### config.mk
export PLATFORM = sky130hd
export DESIGN_NAME = phy_rx_align
export DESIGN_NICKNAME = d
export VERILOG_FILES = /design/src/rtl/phy_rx_align.sv
export SDC_FILE = /design/constraint.sdc
export NUM_CORES = 1
export LEC_CHECK = 0
export BUFFER_PORTS_ARGS = -buffer_cell sky130_fd_sc_hd__buf_2
export CAP_MARGIN = 10
export CORE_MARGIN = 10
export CORE_UTILIZATION = 35
export DETAILED_ROUTE_END_ITERATION = 10
export GPL_ROUTABILITY_DRIVEN = 1
export PLACE_DENSITY_LB_ADDON = 0.2
export REMOVE_ABC_BUFFERS = 1
export SLEW_MARGIN = 10
export SYNTH_ARGS = -nofsm -noshare
export SYNTH_HDL_FRONTEND = slang
export SYNTH_SLANG_ARGS = --single-unit
export TNS_END_PERCENT = 10
### constraint.sdc
create_clock -name clk_32f -period 3.5 [get_ports clk_32f]
set_input_delay 0 -clock clk_32f [delete_from_list [all_inputs] [get_ports clk_32f]]
set_output_delay 0 -clock clk_32f [all_outputs]
set_load 0.05 [all_outputs]
### src/rtl/phy_rx_align.sv
// phy_rx_align: two-lane serial receiver that aligns on idle byte pairs
// and assembles 32-bit words once enough aligned idle pairs have been seen.
module phy_rx_align #(
    parameter logic [7:0] IDLE_SYM   = 8'hBC,
    parameter int         LOCK_COUNT = 4
) (
    input  logic        clk_32f,
    input  logic        reset,
    input  logic        data_in_0,
    input  logic        data_in_1,
    output logic [31:0] data_out,
    output logic        valid_out,
    output logic        active,
    output logic        error_out
);
    localparam int CW = $clog2(LOCK_COUNT + 1);

    typedef enum logic [1:0] {SEARCH, SYNC, LOCKED} state_t;

    state_t        state_q, state_d;
    logic [7:0]    sr0_q, sr1_q, hi0_q, hi0_d, hi1_q, hi1_d;
    logic [2:0]    bit_cnt_q, bit_cnt_d;
    logic [CW-1:0] idle_cnt_q, idle_cnt_d, idle_inc;
    logic          phase_q, phase_d;
    logic [31:0]   data_q, data_d;
    logic          valid_q, valid_d, err_q, err_d, active_q;
    logic [7:0]    p0, p1;
    logic          i0, i1, byte_done;

    assign p0        = {sr0_q[6:0], data_in_0};
    assign p1        = {sr1_q[6:0], data_in_1};
    assign i0        = p0 == IDLE_SYM;
    assign i1        = p1 == IDLE_SYM;
    assign byte_done = bit_cnt_q == 3'd7;
    assign idle_inc  = idle_cnt_q + 1'b1;

    always_comb begin
        state_d    = state_q;
        bit_cnt_d  = bit_cnt_q + 3'd1;
        idle_cnt_d = idle_cnt_q;
        phase_d    = phase_q;
        hi0_d      = hi0_q;
        hi1_d      = hi1_q;
        data_d     = data_q;
        valid_d    = 1'b0;
        err_d      = 1'b0;
        case (state_q)
            SEARCH: begin
                // the counter only runs once an alignment candidate is found
                bit_cnt_d = bit_cnt_q;
                if (i0 && i1) begin
                    bit_cnt_d  = 3'd0;
                    idle_cnt_d = CW'(1);
                    phase_d    = 1'b0;
                    state_d    = (LOCK_COUNT <= 1) ? LOCKED : SYNC;
                end
            end
            SYNC: begin
                if (byte_done) begin
                    if (i0 && i1) begin
                        idle_cnt_d = idle_inc;
                        if (idle_inc == CW'(LOCK_COUNT)) begin
                            state_d = LOCKED;
                            phase_d = 1'b0;
                        end
                    end else begin
                        state_d    = SEARCH;
                        idle_cnt_d = '0;
                    end
                end
            end
            LOCKED: begin
                if (byte_done) begin
                    if (i0 != i1) begin
                        err_d      = 1'b1;
                        state_d    = SEARCH;
                        phase_d    = 1'b0;
                        idle_cnt_d = '0;
                    end else if (i0) begin
                        err_d   = phase_q;
                        phase_d = 1'b0;
                    end else if (!phase_q) begin
                        hi0_d   = p0;
                        hi1_d   = p1;
                        phase_d = 1'b1;
                    end else begin
                        data_d  = {hi0_q, p0, hi1_q, p1};
                        valid_d = 1'b1;
                        phase_d = 1'b0;
                    end
                end
            end
            default: state_d = SEARCH;
        endcase
    end

    always_ff @(posedge clk_32f) begin
        if (!reset) begin
            state_q    <= SEARCH;
            sr0_q      <= '0;
            sr1_q      <= '0;
            hi0_q      <= '0;
            hi1_q      <= '0;
            bit_cnt_q  <= '0;
            idle_cnt_q <= '0;
            phase_q    <= 1'b0;
            data_q     <= '0;
            valid_q    <= 1'b0;
            err_q      <= 1'b0;
            active_q   <= 1'b0;
        end else begin
            state_q    <= state_d;
            sr0_q      <= p0;
            sr1_q      <= p1;
            hi0_q      <= hi0_d;
            hi1_q      <= hi1_d;
            bit_cnt_q  <= bit_cnt_d;
            idle_cnt_q <= idle_cnt_d;
            phase_q    <= phase_d;
            data_q     <= data_d;
            valid_q    <= valid_d;
            err_q      <= err_d;
            active_q   <= state_d == LOCKED;
        end
    end

    assign data_out  = data_q;
    assign valid_out = valid_q;
    assign error_out = err_q;
    assign active    = active_q;
endmodule

==> impl_metrics.tcl, run 1 <==
set metrics [dict create \
    status "completed" \
    dr.pass1.iters 4 \
    use_met3_pct 3.41 \
    grt_pass1_wl_um 10400 \
    io_pins 39 \
    fin_crit_ns 2.79 \
    grt_max_degree 43 \
    viasPerCell 4.66 \
    cts.clk_slew.worst_paths_ns 0.08 \
    hold_path.class "in2reg" \
    synth.most_common_cell "nand2_1" \
    synthToLayoutAreaGrowth_pct 18.1 \
    ys.flop_type "dfxtp_1" \
    cap_violations 0 \
    cts_sinks 74 \
    drc 0 \
    dp_cells 457 \
    tns_ns 0 \
    cts_buffers 9 \
    cts_max_level 3 \
    detail-route-antenna-nets 0 \
    final_nets 379 \
    grt_antenna_before_repair 0 \
    cts_buffer_depth 2 \
    yosysSeqAreaShare_pct 51.1 \
    vias 2214 \
    critPathRequiredTime_ns 3.78 \
    hold_viol_final 0 \
    core_mm2 0.00813 \
    use_met2_pct 15.4 \
    die_w_um 111 \
    synth_edf_count 0 \
    post_cts_resized 0 \
    ys_types 34 \
    async_reset_ff_share_pct 0 \
    p_sw_share_pct 21.1 \
    clk_latency_ns 0.35 \
    setup_violations 0 \
    arrival_ns 3.06 \
    skew_ns 0.00976 \
    pwr-share-clk_pct 45.3 \
    cts_tree "yes" \
    synth_top_area_cell "dfxtp_1" \
    synthCells 330 \
    syn_avg_cell_area_um2 8.78 \
    rsz0062_at_grt "false" \
    p_per_area_mw_per_mm2 467 \
    place_congestion 0.832 \
    syn-cell-area_mm2 0.00290 \
    root_buffer "clkbuf_8" \
    fin_crit_sh_pct 79.6 \
    worst_pin_slew_ns 1.09 \
    grt-ovfl-total 0 \
    drt_iter0_markers 107 \
    grt_pass1_vias 2203 \
    gr-usage-met1_pct 12.1 \
    pwr-share-seq_pct 53.1 \
    slew_headroom_pct 27.2 \
    path_max_fanout 9 \
    totalWireLength_um 5900 \
    dp_hpwl_um 3960 \
    drive_above_1_share_pct 16.2 \
    timing.fmax_ghz 0.359 \
    wl_per_cell_um 12.4 \
    synth_area_leaders "dfxtp_1, nand2_1, a21boi_0, ha_1, and2_1" \
    combinationalPowerShare_pct 1.6 \
    startpoint_type "flip-flop" \
    track_usage_pct 9.89 \
    die_h_um 111 \
    ys_seq_elements 74 \
    p_leak_nw 1.33 \
    power.internal_mw 1.26 \
    dieArea_mm2 0.0123 \
    netlist.area_leader.share_pct 51.1 \
    synth_warnings 0 \
    switchingPower_mw 0.338 \
    ir_worst_vdd_mv 0.198 \
    row_count 33 \
    antenna_cells 0 \
    end_kind "flip-flop" \
    worstSetupPathType "reg2reg" \
    initial_core_util_pct 35.6 \
    fin_cells 475 \
    busiest_layer "met2" \
    synth.top_cells.by_count "nand2_1, dfxtp_1, a21boi_0" \
    drv_slew 0 \
    port_buffers 38 \
]
## cells in the final DEF (no fill, tap or decap), types with 3 or more instances in the layout
master / n
a21boi_1: 8
nand2_1: 104
inv_1: 10
ha_1: 10
buf_2: 38
and2_1: 16
dfxtp_1: 74
clkbuf_8: 9
nor2_1: 5
nand3_1: 4
a21oi_1: 3
clkinvlp_4: 3
a21boi_0: 42
o21ai_0: 3
nor2b_1: 5
## worst paths after layout
check               startpoint             to  slack (ns)  depth (start not counted)
hold / removal           reset  idle_cnt_q[0]        0.21                          2
setup / recovery      sr0_q[5]        phase_q        0.71                          7
setup reg to reg      sr0_q[5]        phase_q        0.71                          7
hold reg to reg   data_out[30]   data_out[30]        0.45                          2
## repair_timing
item | 4_1_cts | 5_1_grt
hold buffers | 2 | 0
hold endpoints to repair | 6 | 0
setup buffers | 0 | 0
## flip-flops by register name, indices dropped and copies added, names as in the netlist
name,cells
data_out,32
bit_cnt_q,3
sr0_q,7
state_q,2
sr1_q,7
phase_q,1
idle_cnt_q,3
active,1
hi1_q,8
hi0_q,8
error_out,1
valid_out,1
## per-stage QoR
step                      setup WS (ns)  util (%)  area [um2]  power (mW)  hold slack (ns)
after global placement            0.759      39.1        3180       0.892            0.270
after global routing              0.342      42.1        3420        1.66            0.231
after detailed placement          0.727      39.1        3180       0.892            0.265
final                             0.712      42.1        3420        1.60            0.208
after floorplan                    1.05         -        2830       0.877            0.122
after CTS                         0.678      42.1        3420        1.62            0.211
## per-layer routing
layer	wire [um]	share of wire, %
met1	2870	49
met2	2680	45
met3	263	4.5
met4	82	1.4
met5	0	0
## area by class of cell
| type | instances | area [um2] |
|---|---|---|
| Fill cell | 831 | 4710 |
| Sequential cell | 74 | 1480 |
| Multi-Input combinational cell | 227 | 1310 |
| Timing Repair Buffer | 43 | 245 |
| Tap cell | 105 | 131 |
| Clock buffer | 10 | 128 |
| Clock inverter | 6 | 91.3 |
| Inverter | 10 | 37.5 |
## logic make-up after synthesis
group	after synthesis	synth area share (%)
simple gates	149	23.3
flops	74	51.1
compound gates	66	16.8
buf+inv	29	3.84
fa+ha+maj	10	4.32
xor+xnor	1	0.302
mux	1	0.345
## power by group through the flow
stage	clock [mW]	combinational, mW	sequential (mW)
finish	0.724	0.0258	0.848
global route	0.784	0.0280	0.849
CTS	0.749	0.0263	0.848
detailed placement	0	0.0246	0.868
global placement	0	0.0244	0.867
floorplan	0	0.0100	0.867
## worst max-delay path, cell delays in order (launching register included)
cell      delay [ns]
dfxtp_1         0.34
nand4b_1        0.21
nor4_1          0.58
ha_1            0.50
nor2b_4         0.09
or3_1           0.37
or4_1           0.51
a21boi_1        0.12
Note: power is estimated with default switching activity, not from simulation.
==> run 2: changes to the inputs <==
==> constraint.sdc (replaced) <==
create_clock -name clk_32f -period 2.6 [get_ports clk_32f]
set_input_delay 0 -clock clk_32f [delete_from_list [all_inputs] [get_ports clk_32f]]
set_output_delay 0 -clock clk_32f [all_outputs]
set_load 0.05 [all_outputs]
==> impl_metrics.tcl, run 2 (synthesis results as in run 1) <==
set metrics [dict create \
    layout_common_cells "nand2_1, dfxtp_1, a21boi_0" \
    dr.pass1.iters 4 \
    rsz0062_at_grt "false" \
    cts_max_level 3 \
    viasPerCell 4.62 \
    grt-ovfl-total 0 \
    r2r-start "sr1_q[0]" \
    cp_cell_sequence "nand4b_1, or4_1, inv_1, ha_2, nor2b_4, or3_1, or4_1, a21boi_1" \
    cts_buffers 9 \
    port_buffers 38 \
    drive_above_1_share_pct 18.0 \
    cts.clk_slew.worst_paths_ns 0.08 \
    dp_hpwl_um 4010 \
    hold_start "reset" \
    detail-route-antenna-nets 0 \
    largest_reg_flops 32 \
    dieArea_mm2 0.0123 \
    final_common_cell "nand2_1" \
    arrival_ns 2.72 \
    p_total_mw 2.25 \
    root_buffer "clkbuf_8" \
    end_kind "flip-flop" \
    antenna_cells 0 \
    fin_crit_ns 2.44 \
    crit_buf_inv 1 \
    core_mm2 0.00813 \
    grt_antenna_before_repair 0 \
    p_leak_nw 1.37 \
    clk_latency_ns 0.35 \
    cts_sinks 74 \
    final_nets 386 \
    hold_viol_final 0 \
    drt_iter0_markers 81 \
    row_count 33 \
    cts_buffer_depth 2 \
    io_pins 39 \
    critPathRequiredTime_ns 2.88 \
    ir_worst_vdd_mv 0.262 \
    path_max_fanout 4 \
    vias 2225 \
    worst_pin_slew_ns 0.602 \
    die_w_um 111 \
    fin_crit_sh_pct 93.9 \
    startpoint_type "flip-flop" \
    cap_violations 0 \
    startpoint "sr1_q[0]" \
    die_h_um 111 \
    totalWireLength_um 5860 \
    cts_tree "yes" \
    place_congestion 0.756 \
    grt_pass1_wl_um 10300 \
    final_util_pct 43.0 \
    worstSetupPathType "reg2reg" \
    track_usage_pct 9.91 \
    path_common_cell "or4_1" \
    grt_max_degree 41 \
    skew_ns 0.00988 \
    slew_headroom_pct 59.9 \
    status "completed" \
    synthToLayoutAreaGrowth_pct 20.8 \
    timing.fmax_ghz 0.410 \
    setup_violations 0 \
    cp_slowest_cell "or4_1" \
    tns_ns 0 \
    drv_slew 0 \
    cts_setup_buffers 0 \
    hold_path.class "in2reg" \
    grt_pass1_vias 2169 \
    initial_core_util_pct 35.6 \
    p_per_area_mw_per_mm2 643 \
    drc 0 \
    crit_family "simple AND/OR/NAND/NOR gates" \
    wl_per_cell_um 12.2 \
    slowest_delay_ns 0.53 \
]
run 2: cell types whose count changed in the layout (fill, tap and decap cells not counted), sizes merged:
cell      before  now
clkinvlp       3    2
clkinv         1    0
bufinv         2    3
buf           41   48
inv           10   11
run 2: per-stage QoR:
stage               setup WS (ns)  hold slack [ns]  instances  instance area [um2]
floorplan                   0.150            0.122        311                 2830
global placement            0.220            0.272        464                 3240
detailed placement          0.171            0.275        464                 3240
CTS                         0.118            0.193        482                 3500
global route               0.0222            0.237        482                 3500
finish                      0.159            0.190        482                 3500
run 2: area by class of cell:
cell class | count | area, um2
inverter | 10 | 37.5
clock inverter | 6 | 114
tap | 105 | 131
clock buffer | 10 | 128
fill | 843 | 4630
timing repair buffer | 50 | 298
sequential | 74 | 1480
multi-input combinational | 227 | 1310
run 2: path summary, 6_finish.rpt:
path	end	slack, ns	depth (start not counted)
max	phase_q	0.16	8
max reg2reg	phase_q	0.16	8
min	idle_cnt_q[0]	0.19	2
min reg2reg	data_out[27]	0.45	2
run 2: repair_timing:
| action | 4_1_cts | 5_1_grt |
|---|---|---|
| gates resized for setup | 0 | 1 |
| setup endpoints to repair | 0 | 1 |
| endpoints found under the hold margin | 6 | 0 |
| hold buffers | 2 | 0 |
run 2: power breakdown:
| part | total [mW] | switching, mW | internal [mW] |
|---|---|---|---|
| Sequential | 1.14 | 0.00454 | 1.14 |
| Combinational | 0.0342 | 0.0173 | 0.0168 |
| Clock | 1.07 | 0.434 | 0.641 |
run 2: metal layers:
layer	part of all wire [%]	GRT usage (%)	wire, um	vias to the layer above
li1	-	-	-	1167
met1	49	11.7	2860	1014
met2	44	15.4	2590	37
met3	5.5	4.60	321	7
met4	1.5	3.34	87	0
met5	0	0	0	-
